==> config.mk <==
export PLATFORM = sky130hd
export DESIGN_NAME = uart_tx_arbiter
export DESIGN_NICKNAME = d
export VERILOG_FILES = /design/src/rtl/uart_pkg.sv /design/src/rtl/uart_rr_pick.sv /design/src/rtl/uart_tx_arbiter.sv
export SDC_FILE = /design/constraint.sdc
export NUM_CORES = 1
export LEC_CHECK = 0
export ABC_AREA = 1
export BUFFER_PORTS_ARGS = -buffer_cell sky130_fd_sc_hd__buf_2
export CELL_PAD_IN_SITES_DETAIL_PLACEMENT = 0
export CELL_PAD_IN_SITES_GLOBAL_PLACEMENT = 1
export CORE_MARGIN = 3
export CORE_UTILIZATION = 34
export CTS_CLUSTER_SIZE = 25
export DETAILED_ROUTE_END_ITERATION = 16
export PLACE_DENSITY_LB_ADDON = 0.2
export SLEW_MARGIN = 20
export SYNTH_ARGS = -nofsm -noshare
export SYNTH_HDL_FRONTEND = slang
export SYNTH_SLANG_ARGS = --single-unit
==> constraint.sdc <==
create_clock -name clk -period 3.04 [get_ports clk]
set_clock_uncertainty 0.15 [all_clocks]
set_input_delay 0.456 -clock clk [delete_from_list [all_inputs] [get_ports clk]]
set_output_delay 0.456 -clock clk [all_outputs]
set_load 0.02 [all_outputs]
==> src/rtl/uart_pkg.sv <==
// Shared types and defaults for the UART transmit path.
// Holds the arbiter state encoding and reset constants.
package uart_pkg;

  localparam int         WIDTH_SIZE_DEF = 8;
  localparam logic [1:0] SEL_RESET      = 2'b00;

  typedef enum logic [1:0] {
    IDLE,
    ISSUE,
    WAIT_ACCEPT,
    WAIT_DONE
  } tx_arb_state_t;

endpackage

==> src/rtl/uart_rr_pick.sv <==
// Combinational round-robin select over a masked request vector.
// The search begins one slot after last_grant and wraps.
module uart_rr_pick
  import uart_pkg::*;
#(
  parameter  int NUM_REQ = 4,
  localparam int IW      = $clog2(NUM_REQ)
) (
  input  logic [NUM_REQ-1:0] req,
  input  logic [NUM_REQ-1:0] mask,
  input  logic [IW-1:0]      last_grant,
  output logic [IW-1:0]      winner,
  output logic               found
);

  always_comb begin
    int          idx;
    logic [IW-1:0] cand;
    winner = '0;
    found  = 1'b0;
    idx    = 0;
    cand   = '0;
    for (int k = 1; k <= NUM_REQ; k++) begin
      idx  = (int'(last_grant) + k) % NUM_REQ;
      cand = IW'(idx);
      if (!found && req[cand] && mask[cand]) begin
        found  = 1'b1;
        winner = cand;
      end
    end
  end

endmodule

==> src/rtl/uart_tx_arbiter.sv <==
// Round-robin arbiter sharing one UART transmitter among NUM_REQ sources.
// Packets keep the grant until their last byte; accept has a timeout.
module uart_tx_arbiter
  import uart_pkg::*;
#(
  parameter  int WIDTH_SIZE     = WIDTH_SIZE_DEF,
  parameter  int NUM_REQ        = 4,
  parameter  int ACCEPT_TIMEOUT = 16,
  localparam int IW             = $clog2(NUM_REQ),
  localparam int CW             = $clog2(ACCEPT_TIMEOUT)
) (
  input  logic                          clk,
  input  logic                          reset,
  input  logic [NUM_REQ-1:0]            req_valid,
  input  logic [NUM_REQ*WIDTH_SIZE-1:0] req_data,
  input  logic [NUM_REQ-1:0]            req_pf,
  input  logic [NUM_REQ-1:0]            req_err,
  input  logic [NUM_REQ-1:0]            req_last,
  output logic [NUM_REQ-1:0]            req_ack,
  input  logic [1:0]                    cfg_sel,
  output logic                          Tx_valid,
  output logic [WIDTH_SIZE-1:0]         input_tx,
  output logic                          PF,
  output logic                          Tx_err,
  output logic [1:0]                    sel,
  input  logic                          ready,
  output logic [IW-1:0]                 grant_id,
  output logic                          busy,
  output logic                          timeout_err
);

  tx_arb_state_t      state, state_n;
  logic [IW-1:0]      last_grant;
  logic               lock;
  logic               last_q;
  logic [CW-1:0]      cnt, cnt_nx;
  logic [NUM_REQ-1:0] owner_oh;
  logic [NUM_REQ-1:0] elig;
  logic [IW-1:0]      winner;
  logic               found;
  logic               grant;
  logic               to_fire;

  // A held lock narrows eligibility to the packet owner only.
  assign owner_oh = NUM_REQ'(1) << grant_id;
  assign elig     = lock ? owner_oh : '1;

  uart_rr_pick #(
    .NUM_REQ(NUM_REQ)
  ) u_pick (
    .req       (req_valid),
    .mask      (elig),
    .last_grant(last_grant),
    .winner    (winner),
    .found     (found)
  );

  always_comb begin
    state_n = state;
    grant   = 1'b0;
    to_fire = 1'b0;
    cnt_nx  = cnt + 1'b1;
    unique case (state)
      IDLE: begin
        if (ready && found) begin
          grant   = 1'b1;
          state_n = ISSUE;
        end
      end
      ISSUE: state_n = WAIT_ACCEPT;
      WAIT_ACCEPT: begin
        if (!ready) begin
          state_n = WAIT_DONE;
        end else if (cnt_nx == CW'(ACCEPT_TIMEOUT - 1)) begin
          to_fire = 1'b1;
          state_n = IDLE;
        end
      end
      WAIT_DONE: begin
        if (ready) state_n = IDLE;
      end
    endcase
  end

  always_ff @(posedge clk or posedge reset) begin
    if (reset) begin
      state       <= IDLE;
      last_grant  <= IW'(NUM_REQ - 1);
      lock        <= 1'b0;
      last_q      <= 1'b0;
      cnt         <= '0;
      input_tx    <= '0;
      PF          <= 1'b0;
      Tx_err      <= 1'b0;
      sel         <= SEL_RESET;
      grant_id    <= '0;
      timeout_err <= 1'b0;
    end else begin
      state       <= state_n;
      timeout_err <= to_fire;
      if (grant) begin
        input_tx   <= req_data[int'(winner)*WIDTH_SIZE +: WIDTH_SIZE];
        PF         <= req_pf[winner];
        Tx_err     <= req_err[winner];
        last_q     <= req_last[winner];
        grant_id   <= winner;
        last_grant <= winner;
      end
      if (state == IDLE && !lock) sel <= cfg_sel;
      if (state == ISSUE) begin
        lock <= !last_q;
        cnt  <= '0;
      end else if (to_fire) begin
        lock <= 1'b0;
      end
      if (state == WAIT_ACCEPT && ready) cnt <= cnt_nx;
    end
  end

  assign Tx_valid = (state == ISSUE);
  assign req_ack  = (state == ISSUE) ? owner_oh : '0;
  assign busy     = (state != IDLE) || lock;

endmodule

# Word-level counts from Yosys, hierarchy flattened

Cells that the tools add are included.

Add/subtract/negate cells: 5
Order comparisons: 5
Eq/ne operators: 7
Shifts and indexed selects: 2
Multiplexer cells: 46
Reductions and logical operators: 21

Operators by type and width:

| operator                                            | count |
|---|---|
| variable part select 32 x 6 -> 8 bit                | 1 |
| binary-select mux 1 bit (select 2 bit)              | 11 |
| 2-to-1 mux 1 bit                                    | 22 |
| 2-to-1 mux 2 bit                                    | 8 |
| 2-to-1 mux 4 bit                                    | 4 |
| < comparator 2 x 3 -> 1 bit (second input constant) | 5 |
| logical AND 1 bit                                   | 10 |
| one-hot mux 2 bit (4 select lines)                  | 1 |
| nonzero test 2 bit                                  | 3 |
| logical NOT 1 bit                                   | 5 |
| adder 2 x 1 -> 2 bit (second input constant)        | 2 |
| adder 2 bit (second input constant)                 | 2 |
| adder 4 x 1 -> 4 bit (second input constant)        | 1 |
| == test 2 bit (second input constant)               | 2 |
| == test 4 bit (second input constant)               | 1 |
| inequality test 2 bit (second input constant)       | 2 |
| left shift 1 x 2 -> 4 bit (first input constant)    | 1 |
| inequality test 3 bit (second input constant)       | 1 |
| AND reduction 3 bit                                 | 1 |
| == test 2 x 1 -> 1 bit (second input constant)      | 1 |
| logical NOT 2 bit                                   | 1 |
| logical OR 1 bit                                    | 1 |

Bits in registers: 25
Input bits: 53
Output and inout port bits: 21
Word-level logic and storage cells: 97

# Depth between registers and ports, before layout

Gate-level depths: netlist (run 1).

Depth after elaboration: 21
Mapped depth: 16
Mapped depth without buffers: 15

# Hierarchy

Synthesis (run 1) repeated with hierarchy kept, for this count alone.

Cells, all modules: 258
Area, all modules: 1746.7 um2

By module, submodules not included:

| module          | instances | cells an instance | area an instance (um2) | seq. area each (um2) |
|---|---|---|---|---|
| uart_tx_arbiter | 1         | 202               | 1470.2                 | 628.1 |
| uart_rr_pick    | 1         | 56                | 276.5                  | 0.0 |

# Worst setup path after synthesis (run 1)

OpenSTA, ideal clock, no wires.

Path type: register to register
Start: register last_grant[0]
End: register PF
Setup time: 0.117 ns
Arrival time: 1.846 ns
Required time: 2.773 ns
Setup slack: 0.927 ns
Cell stages (with the launch flop): 16
Path buffers: 2
Period minus slack after synthesis: 2.113 ns
Cell sequence: dfstp_2 buf_4 nand2_1 nand2_1 nor2_4 nand2_4 nand2_4 nor2_8 nand3_4 nand3_2 nand2_2 nor2_8 inv_2 buf_2 nand2_1 nand2_1

Longest elaborated chain between the ends: 20
Elaborated cells on any way between the ends: 43
Classes of those cells: add/sub: 4; mux: 28; reduce/logical: 11

Ends and longest elaborated chain:

| item                                   | line                   | source |
|---|---|---|
| start, declared                        | uart_tx_arbiter.sv:33  | `logic [IW-1:0] last_grant;` |
| start signal, assigned                 | uart_tx_arbiter.sv:88  | `last_grant <= IW'(NUM_REQ - 1);` |
| start signal, assigned                 | uart_tx_arbiter.sv:107 | `last_grant <= winner;` |
| adder 2 x 1 -> 2 bit                   | uart_rr_pick.sv:24     | `idx = (int'(last_grant) + k) % NUM_REQ;` |
| binary-select mux 1 bit (select 2 bit) | uart_rr_pick.sv:26     | `if (!found && req[cand] && mask[cand]) begin` |
| 2-to-1 mux 1 bit (not written as such) | uart_rr_pick.sv:26     |  |
| logical AND 1 bit                      | uart_rr_pick.sv:26     |  |
| 2-to-1 mux 1 bit                       | uart_rr_pick.sv:26     |  |
| logical NOT 1 bit                      | uart_rr_pick.sv:26     |  |
| logical AND 1 bit (2 in a row)         | uart_rr_pick.sv:26     |  |
| 2-to-1 mux 1 bit                       | uart_rr_pick.sv:26     |  |
| logical NOT 1 bit                      | uart_rr_pick.sv:26     |  |
| logical AND 1 bit (2 in a row)         | uart_rr_pick.sv:26     |  |
| 2-to-1 mux 1 bit                       | uart_rr_pick.sv:26     |  |
| logical NOT 1 bit                      | uart_rr_pick.sv:26     |  |
| logical AND 1 bit (2 in a row)         | uart_rr_pick.sv:26     |  |
| 2-to-1 mux 1 bit                       | uart_rr_pick.sv:26     |  |
| logical AND 1 bit                      | uart_tx_arbiter.sv:65  | `if (ready && found) begin` |
| 2-to-1 mux 1 bit                       | uart_tx_arbiter.sv:65  |  |
| 2-to-1 mux 1 bit                       | uart_tx_arbiter.sv:63  | `unique case (state)` |
| end signal, assigned                   | uart_tx_arbiter.sv:103 | `PF <= req_pf[winner];` |
| end, declared                          | uart_tx_arbiter.sv:23  | `output logic PF,` |

Several ways; a longest one is shown, not always the timed one. The select of a mux whose other input is x is not followed.
A chain may end at the register's enable or synchronous reset.

# Worst setup path after layout (run 1)

Start: register last_grant[0]
End: register input_tx[1]

Longest elaborated chain between the ends: 20
Elaborated cells on any way between the ends: 42
Classes of those cells: add/sub: 4; shift: 1; mux: 26; reduce/logical: 11

Ends and longest elaborated chain:

| item                                                                          | line                   | source |
|---|---|---|
| parallel branches: the longest is 20 deep, another holds adder 2 x 1 -> 2 bit | -                      |  |
| end signal, assigned                                                          | uart_tx_arbiter.sv:102 | `input_tx <= req_data[int'(winner)*WIDTH_SIZE +: WIDTH_SIZE];` |
| end, declared                                                                 | uart_tx_arbiter.sv:22  | `output logic [WIDTH_SIZE-1:0] input_tx,` |

Parallel ways; which one is timed is not known. The select of a mux whose other input is x is not followed.

==> impl_metrics.xml, run 1 <==
<?xml version="1.0" encoding="UTF-8"?>
<metrics>
  <group name="clock_network">
    <metric name="cts_max_path_buffers" unit="">2</metric>
    <metric name="ctsResizeCount" unit="">0</metric>
    <metric name="cts.root.buffer_cell" unit="">sky130_fd_sc_hd__clkbuf_8</metric>
    <metric name="cts.reportedPaths.clkPinSlew" unit="ps">100</metric>
    <metric name="num_cts_buffers" unit="">3</metric>
    <metric name="cts_tree" unit="">done</metric>
    <metric name="hold_buffers" unit="">0</metric>
    <metric name="cts_sinks" unit="">25</metric>
    <metric name="insertion_delay" unit="ps">270</metric>
    <metric name="cts_setup_buffers" unit="">0</metric>
    <metric name="total_number_of_h_tree_levels" unit="">1</metric>
  </group>
  <group name="worst_setup_path">
    <metric name="worst_setup_path_start_kind" unit="">flip-flop</metric>
    <metric name="cp_cell_sequence" unit="">inv_2 &gt; nand2_2 &gt; nand2_4 &gt; nor2_4 &gt; nand2_4 &gt; nand2_4 &gt; inv_2 &gt; a21oi_2 &gt; nand2_4 &gt; nand2_4 &gt; nand2_1 &gt; nand3_1 &gt; nand3_1 &gt; nand2_1</metric>
    <metric name="worstPathMaxFanout" unit="">24</metric>
    <metric name="worstSetupPathType" unit="">flip-flop to flip-flop</metric>
    <metric name="cp_slowest_stage_delay" unit="ps">650</metric>
    <metric name="worst_setup_path_end_kind" unit="">flip-flop</metric>
    <metric name="crit_path_from" unit="">last_grant[0]</metric>
    <metric name="crit_required" unit="ps">3090</metric>
    <metric name="critical_path.most_common_cell" unit="">sky130_fd_sc_hd__nand2_4</metric>
    <metric name="crit_slowest_cell" unit="">sky130_fd_sc_hd__dfstp_2</metric>
    <metric name="timing.rr.start" unit="">last_grant[0]</metric>
    <metric name="arrival" unit="ps">2600</metric>
  </group>
  <group name="logic_synthesis">
    <metric name="synth_edf_count" unit="">0</metric>
    <metric name="synth_unique_cells" unit="">31</metric>
    <metric name="synthesis.instances" unit="">277</metric>
    <metric name="post_syn_area_per_cell" unit="µm²">6.956</metric>
    <metric name="synth.largest_area_cell" unit="">sky130_fd_sc_hd__dfrtp_1</metric>
    <metric name="simple_gate_area_share_of_the_yosys_netlist" unit="">0.4909</metric>
    <metric name="synth_fp_nets" unit="">332</metric>
    <metric name="synth_area_in_compound_gates" unit="">0.04740</metric>
    <metric name="synth_seq_area_share" unit="">0.3260</metric>
    <metric name="synthesis.yosys.warnings" unit="">0</metric>
    <metric name="async_reset_ff_frac" unit="">1.000</metric>
    <metric name="synth_top_family_by_area" unit="">simple AND/OR/NAND/NOR gates</metric>
    <metric name="netlist.area_leader.share" unit="">0.2987</metric>
    <metric name="synth_adder_area_share" unit="">0.01299</metric>
    <metric name="post_synth_mux_area_share" unit="">0.01169</metric>
    <metric name="synth.ff_latch_count" unit="">25</metric>
    <metric name="netlist_area" unit="mm²">0.001927</metric>
    <metric name="synth.top_cells.by_area" unit="">sky130_fd_sc_hd__dfrtp_1 30%, sky130_fd_sc_hd__nand3_1 17%, sky130_fd_sc_hd__nand2_1 16%</metric>
    <metric name="fraction_of_synthesized_cell_area_in_xor_and_xnor_cells" unit="">0.009091</metric>
    <metric name="synth_ff_type" unit="">sky130_fd_sc_hd__dfrtp_1</metric>
  </group>
  <group name="drt">
    <metric name="final_antenna_net_count" unit="">0</metric>
    <metric name="post_drt_wl_per_cell" unit="µm">12.72</metric>
    <metric name="drt_first_pass_iters" unit="">4</metric>
    <metric name="wirelength" unit="µm">5255</metric>
    <metric name="dr.first_iter.drc_count" unit="">103</metric>
    <metric name="vias" unit="">1984</metric>
    <metric name="drcViolationCount" unit="">0</metric>
    <metric name="vias_per_cell" unit="">4.804</metric>
  </group>
  <group name="global_route">
    <metric name="first_global_vias" unit="">1887</metric>
    <metric name="antenna_found_initial" unit="">0</metric>
    <metric name="largest_net_degree_at_the_start_of_global_routing" unit="">26</metric>
    <metric name="gr-total-overflow" unit="">0</metric>
    <metric name="grt_first_pass_wirelength" unit="µm">8514</metric>
    <metric name="grtUsageTotal" unit="">0.1623</metric>
  </group>
  <group name="floorplanning">
    <metric name="ios" unit="">74</metric>
    <metric name="initial_core_util" unit="">0.3634</metric>
    <metric name="dieWidth" unit="µm">81.28</metric>
    <metric name="core_area" unit="mm²">0.005303</metric>
    <metric name="die_height" unit="µm">81.28</metric>
    <metric name="row_count" unit="">26</metric>
    <metric name="fp.dieArea" unit="mm²">0.006606</metric>
  </group>
  <group name="placement">
    <metric name="detailed_place.area" unit="mm²">0.002296</metric>
    <metric name="dp_hpwl" unit="µm">4085</metric>
    <metric name="post-place-ws" unit="ps">520.7</metric>
    <metric name="port_buffers" unit="">73</metric>
    <metric name="globalplace.congestion" unit="">0.8533</metric>
  </group>
  <group name="pwr">
    <metric name="power-per-cell-area" unit="mW/mm²">1372</metric>
    <metric name="leakage" unit="nW">1.303</metric>
    <metric name="worst_ir_drop_on_vdd" unit="mV">0.5359</metric>
  </group>
  <group name="timing">
    <metric name="rsz0062_at_grt" unit="">no</metric>
    <metric name="post-route-period-util" unit="">0.8384</metric>
    <metric name="final_hold_viol_count" unit="">0</metric>
    <metric name="max_slew.worst_pin.slew" unit="ps">941.5</metric>
    <metric name="max-slew-margin-rel" unit="">0.3717</metric>
    <metric name="finalSetupViolCount" unit="">0</metric>
    <metric name="slew_viol_final" unit="">0</metric>
    <metric name="tns" unit="ps">0</metric>
    <metric name="maxClockFrequency" unit="MHz">392.4</metric>
    <metric name="final.setup.worst_slack" unit="ps">491.3</metric>
    <metric name="finalCriticalPeriod" unit="ps">2549</metric>
  </group>
  <group name="final_layout">
    <metric name="filler_cell_count" unit="">582</metric>
    <metric name="finish.net_count" unit="">399</metric>
    <metric name="area_delta_synth_final" unit="%">21.69</metric>
    <metric name="fraction_of_final_layout_cells_sized_beyond_drive_strength_1" unit="">0.3499</metric>
    <metric name="utilization_after_layout" unit="">0.4422</metric>
    <metric name="post-route-cell-area" unit="mm²">0.002345</metric>
    <metric name="antenna_cells" unit="">0</metric>
  </group>
  <group name="hold_path">
    <metric name="min-delay-path-class" unit="">primary input to async pin</metric>
  </group>
  <group name="status">
    <metric name="outcome" unit="">finished clean</metric>
  </group>
  <group name="job">
    <metric name="maxCapViolations" unit="">0</metric>
  </group>
</metrics>
-- synth_stat cells, drive strengths merged (2+ instances only) --
cell type	instances
mux2	2
a31oi	2
nor2	19
ha	2
dfstp	2
o21ai	10
a21oi	2
inv	27
dfrtp	23
buf	12
nand3	69
nand2	100
-- per-stage QoR --
step	power (W)	hold slack, ps	std cells
2_1_floorplan	0.002696	295.9	277
3_5_place_dp	0.003033	311.2	409
4_1_cts	0.003242	263.9	413
3_3_place_gp	0.003031	310.5	409
6_report	0.003217	228.5	413
5_1_grt	0.003560	266.4	413
-- power breakdown --
part           switching (W)  internal (W)  leakage (nW)  total, W
Combinational        0.00163      0.000761         0.971   0.00239
Clock               0.000108     0.0000928        0.0217  0.000200
Sequential          0.000131      0.000496         0.311  0.000627
-- cell type report --
type | count | area [µm²] | area share
Sequential cell | 25 | 628.1 | 0.2679
Multi-Input combinational cell | 212 | 1102 | 0.4701
Inverter | 28 | 105.1 | 0.04482
Clock buffer | 3 | 41.29 | 0.01761
Tap cell | 70 | 87.58 | 0.03735
Clock inverter | 1 | 7.507 | 0.003202
Timing Repair Buffer | 74 | 372.9 | 0.1590
-- cells in the final DEF (no fill, tap or decap), drive strengths merged, types with 3 or more instances in the layout --
cell      n
clkbuf    3
inv      27
o21ai    10
buf      74
nand2   100
nand3    69
nor2     19
dfrtp    23
-- critical path: cells and delay by family (launching register included) --
kind            cells  cell delay, ps
compound gates      1             180
flops               1             650
buf+inv             2             190
simple gates       11            1290
-- state kept, by name, summed over array words and instances, names as in the netlist --
register     flops
grant_id         2
PF               1
Tx_err           1
cnt              4
timeout_err      1
state            2
last_grant       2
last_q           1
sel              2
input_tx         8
lock             1
-- layer usage --
| layer | share of wire | track usage |
|---|---|---|
| met5 | 0 | 0 |
| met4 | 0.010 | 0.02872 |
| met3 | 0.058 | 0.03548 |
| met2 | 0.47 | 0.2720 |
| met1 | 0.46 | 0.2156 |
-- worst paths after layout --
path	cells after the start	to	slack, ps
max in group asynchronous	2	input_tx[3]	1930
min	2	timeout_err	230
max reg2reg	14	input_tx[1]	490
max	14	input_tx[1]	490
min in group clk	2	sel[0]	270
min reg2reg	2	Tx_err	340
-- cell families (layout without fill, tap and decap cells) --
group	Yosys count	count (layout)
AND/OR/NAND/NOR	190	190
AO/OA/AOI/OAI	16	16
adder cells (fa/ha/maj)	2	2
XOR/XNOR	2	2
buffers and inverters	40	106
flip-flops	25	25
multiplexers	2	2
(Power assumes the default switching activity.)
==> run 2: changes to the inputs <==
--- a/config.mk
+++ b/config.mk
@@ -5,12 +5,12 @@
 export SDC_FILE = /design/constraint.sdc
 export NUM_CORES = 1
 export LEC_CHECK = 0
-export ABC_AREA = 1
+export ABC_AREA = 0
 export BUFFER_PORTS_ARGS = -buffer_cell sky130_fd_sc_hd__buf_2
 export CELL_PAD_IN_SITES_DETAIL_PLACEMENT = 0
 export CELL_PAD_IN_SITES_GLOBAL_PLACEMENT = 1
 export CORE_MARGIN = 3
-export CORE_UTILIZATION = 34
+export CORE_UTILIZATION = 35
 export CTS_CLUSTER_SIZE = 25
 export DETAILED_ROUTE_END_ITERATION = 16
 export PLACE_DENSITY_LB_ADDON = 0.2
==> constraint.sdc (replaced) <==
create_clock -name clk -period 2.55 [get_ports clk]
set_clock_uncertainty 0.15 [all_clocks]
set_input_delay 0.3825 -clock clk [delete_from_list [all_inputs] [get_ports clk]]
set_output_delay 0.3825 -clock clk [all_outputs]
set_load 0.02 [all_outputs]
==> impl_metrics.xml, run 2 <==
<?xml version="1.0" encoding="UTF-8"?>
<metrics>
  <group name="logic_synthesis">
    <metric name="synth_unique_cells" unit="">47</metric>
    <metric name="synth_edf_count" unit="">0</metric>
    <metric name="synth_fp_nets" unit="">262</metric>
    <metric name="synthesis.instances" unit="">207</metric>
    <metric name="synth.top_cells.by_area" unit="">sky130_fd_sc_hd__dfrtp_1 30%, sky130_fd_sc_hd__nand2_1 9.5%, sky130_fd_sc_hd__mux2i_1 8.3%</metric>
    <metric name="synth.ff_latch_count" unit="">25</metric>
    <metric name="synth_seq_area_share" unit="">0.3251</metric>
    <metric name="synthesis.yosys.warnings" unit="">0</metric>
    <metric name="synth_commonest_cells" unit="">49 x sky130_fd_sc_hd__nand2_1, 23 x sky130_fd_sc_hd__dfrtp_1, 16 x sky130_fd_sc_hd__mux2i_1, 10 x sky130_fd_sc_hd__o21ai_0, 8 x sky130_fd_sc_hd__inv_1</metric>
    <metric name="netlist.area_leader.share" unit="">0.2979</metric>
    <metric name="yosys.cell_count.top_type" unit="">sky130_fd_sc_hd__nand2_1</metric>
    <metric name="async_reset_ff_frac" unit="">1.000</metric>
    <metric name="netlist_area" unit="mm²">0.001932</metric>
    <metric name="synth_ff_type" unit="">sky130_fd_sc_hd__dfrtp_1</metric>
    <metric name="synth.largest_area_cell" unit="">sky130_fd_sc_hd__dfrtp_1</metric>
    <metric name="post_syn_area_per_cell" unit="µm²">9.333</metric>
  </group>
  <group name="timing">
    <metric name="finalSetupViolCount" unit="">0</metric>
    <metric name="maxClockFrequency" unit="MHz">411.0</metric>
    <metric name="post-route-period-util" unit="">0.9542</metric>
    <metric name="final.hold.worst_slack" unit="ps">-4.867</metric>
    <metric name="final_hold_viol_count" unit="">7</metric>
    <metric name="slew_viol_final" unit="">0</metric>
    <metric name="tns" unit="ps">0</metric>
    <metric name="finalCriticalPeriod" unit="ps">2433</metric>
    <metric name="max_slew.worst_pin.slew" unit="ps">561.1</metric>
    <metric name="max-slew-margin-rel" unit="">0.6250</metric>
  </group>
  <group name="floorplanning">
    <metric name="fp.dieArea" unit="mm²">0.006447</metric>
    <metric name="row_count" unit="">26</metric>
    <metric name="dieWidth" unit="µm">80.30</metric>
    <metric name="core_area" unit="mm²">0.005238</metric>
    <metric name="die_height" unit="µm">80.30</metric>
    <metric name="ios" unit="">74</metric>
    <metric name="initial_core_util" unit="">0.3688</metric>
  </group>
  <group name="global_route">
    <metric name="gr-total-overflow" unit="">0</metric>
    <metric name="top_usage_layer" unit="">met2</metric>
    <metric name="antenna_found_initial" unit="">0</metric>
    <metric name="grtUsageTotal" unit="">0.1488</metric>
    <metric name="global_route.usage.met1" unit="">0.2099</metric>
    <metric name="grt_first_pass_wirelength" unit="µm">7728</metric>
    <metric name="first_global_vias" unit="">1624</metric>
    <metric name="largest_net_degree_at_the_start_of_global_routing" unit="">26</metric>
    <metric name="groute.layer.met3.usage" unit="">0.02915</metric>
    <metric name="met2_usage" unit="">0.2351</metric>
  </group>
  <group name="final_layout">
    <metric name="largest_registers" unit="">input_tx x8, cnt x4</metric>
    <metric name="largest_register_ffs" unit="">8</metric>
    <metric name="area_delta_synth_final" unit="%">29.99</metric>
    <metric name="final_cell_mix" unit="">73 x sky130_fd_sc_hd__buf_2, 49 x sky130_fd_sc_hd__nand2_1, 23 x sky130_fd_sc_hd__dfrtp_1, 14 x sky130_fd_sc_hd__mux2i_1, 9 x sky130_fd_sc_hd__o21ai_0</metric>
    <metric name="register_area" unit="µm²">628.1</metric>
    <metric name="reg_with_most_ffs" unit="">input_tx</metric>
    <metric name="antenna_cells" unit="">0</metric>
    <metric name="layout_commonest_cell" unit="">sky130_fd_sc_hd__buf_2</metric>
    <metric name="finish.net_count" unit="">338</metric>
    <metric name="utilization_after_layout" unit="">0.4795</metric>
    <metric name="multi_input_area" unit="mm²">0.001184</metric>
    <metric name="filler_cell_count" unit="">527</metric>
    <metric name="fraction_of_final_layout_cells_sized_beyond_drive_strength_1" unit="">0.4433</metric>
  </group>
  <group name="pwr">
    <metric name="leakage" unit="nW">1.239</metric>
    <metric name="worst_ir_drop_on_vdd" unit="mV">0.4910</metric>
    <metric name="power-per-cell-area" unit="mW/mm²">1260</metric>
  </group>
  <group name="worst_setup_path">
    <metric name="worst_setup_path_start_kind" unit="">flip-flop</metric>
    <metric name="worst_setup_path_end_kind" unit="">flip-flop</metric>
    <metric name="worstPathMaxFanout" unit="">7</metric>
    <metric name="crit_required" unit="ps">2590</metric>
    <metric name="worstSetupPathType" unit="">flip-flop to flip-flop</metric>
    <metric name="arrival" unit="ps">2470</metric>
  </group>
  <group name="clock_network">
    <metric name="cts_sinks" unit="">25</metric>
    <metric name="cts.reportedPaths.clkPinSlew" unit="ps">90</metric>
    <metric name="cts_max_path_buffers" unit="">2</metric>
    <metric name="insertion_delay" unit="ps">260</metric>
    <metric name="hold_buffers" unit="">0</metric>
    <metric name="num_cts_buffers" unit="">3</metric>
    <metric name="total_number_of_h_tree_levels" unit="">1</metric>
    <metric name="cts_tree" unit="">done</metric>
    <metric name="cts.root.buffer_cell" unit="">sky130_fd_sc_hd__clkbuf_8</metric>
  </group>
  <group name="status">
    <metric name="outcome" unit="">finished with violations</metric>
    <metric name="failed_checks" unit="">negative hold slack</metric>
  </group>
  <group name="job">
    <metric name="maxCapViolations" unit="">0</metric>
  </group>
  <group name="hold_path">
    <metric name="min-delay-path-class" unit="">primary input to async pin</metric>
  </group>
  <group name="drt">
    <metric name="dr.first_iter.drc_count" unit="">99</metric>
    <metric name="post_drt_wl_per_cell" unit="µm">14.01</metric>
    <metric name="drt_first_pass_iters" unit="">4</metric>
    <metric name="vias" unit="">1749</metric>
    <metric name="drcViolationCount" unit="">0</metric>
    <metric name="final_antenna_net_count" unit="">0</metric>
    <metric name="wirelength" unit="µm">4930</metric>
    <metric name="vias_per_cell" unit="">4.969</metric>
  </group>
  <group name="placement">
    <metric name="globalplace.congestion" unit="">0.7450</metric>
    <metric name="port_buffers" unit="">73</metric>
    <metric name="dp_hpwl" unit="µm">3550</metric>
  </group>
</metrics>
-- run 2: changes by cell type after synthesis, moves of 5 or more --
| cell | change |
|---|---|
| sky130_fd_sc_hd__nand2_4 | -5 |
| sky130_fd_sc_hd__nor2_1 | -7 |
| sky130_fd_sc_hd__inv_1 | -11 |
| sky130_fd_sc_hd__inv_2 | -8 |
| sky130_fd_sc_hd__nand2_1 | -31 |
| sky130_fd_sc_hd__o211ai_2 | +7 |
| sky130_fd_sc_hd__nand2_2 | -14 |
| sky130_fd_sc_hd__nand3_1 | -63 |
| sky130_fd_sc_hd__mux2i_1 | +16 |
| sky130_fd_sc_hd__o211ai_1 | +5 |
| sky130_fd_sc_hd__mux2_4 | +7 |
-- run 2: kinds of logic after synthesis --
kind of cell	share of synthesized area
adder cells (fa/ha/maj)	0.01295
flip-flops	0.3251
multiplexers	0.1723
XOR/XNOR	0.01360
AO/OA/AOI/OAI	0.1950
AND/OR/NAND/NOR	0.1898
buffers and inverters	0.09131
-- run 2: path summary, 6_finish.rpt --
kind,slack [ps],cells after the start,to,start
worst min-delay path,-5,3,sel[1],reset
worst max register to register,120,9,PF,last_grant[0]
max in group asynchronous,1940,3,last_grant[1],reset
min in group clk,190,2,sel[1],cfg_sel[1]
worst max-delay path,120,9,PF,last_grant[0]
worst min register to register,350,1,lock,last_q
-- run 2: final cells by class --
type	count	area share
repair buffers	85	0.2133
multi-input cells	160	0.4714
well taps	70	0.03488
inverters	8	0.01196
clock inverters	1	0.001993
flip-flops and latches	25	0.2501
clock buffers	3	0.01644
-- run 2: layer usage --
metal,up-vias,share of wire
met3,2,0.059
met1,816,0.47
met2,44,0.46
li1,887,-
met4,0,0.0041
met5,-,0
-- run 2: repair_timing --
action,CTS,global route
endpoints found under the setup margin,0,11
buffers inserted,0,1
gates resized for setup,0,12
-- run 2: metrics by stage --
stage | instances | power, W | setup WS, ps | hold WS [ps] | cell area [µm²]
2_1_floorplan | 207 | 0.002259 | 217.7 | 258.3 | 1932
3_3_place_gp | 344 | 0.002550 | 122.2 | 307.9 | 2323
3_5_place_dp | 344 | 0.002565 | 53.84 | 305.2 | 2323
4_1_cts | 348 | 0.002805 | 46.62 | 1.252 | 2370
5_1_grt | 352 | 0.003416 | -17.23 | 22.00 | 2511
6_report | 352 | 0.003164 | 116.8 | -4.867 | 2511
-- run 2: worst max-delay path, stage by stage (launching register included) --
cell and delay (ps):
sky130_fd_sc_hd__dfstp_2 680, sky130_fd_sc_hd__buf_12 140, sky130_fd_sc_hd__nand2_1 70, sky130_fd_sc_hd__o221a_2 260, sky130_fd_sc_hd__a21oi_2 160, sky130_fd_sc_hd__o221ai_2 130
sky130_fd_sc_hd__a21o_4 230, sky130_fd_sc_hd__clkbuf_16 170, sky130_fd_sc_hd__mux2_4 310, sky130_fd_sc_hd__o211ai_2 60
-- run 2: where the power goes --
| part | switching (W) | internal, W |
|---|---|---|
| combinational | 0.00107 | 0.00108 |
| sequential | 0.000206 | 0.000582 |
| clock | 0.000125 | 0.000109 |
| total | 0.00140 | 0.00177 |
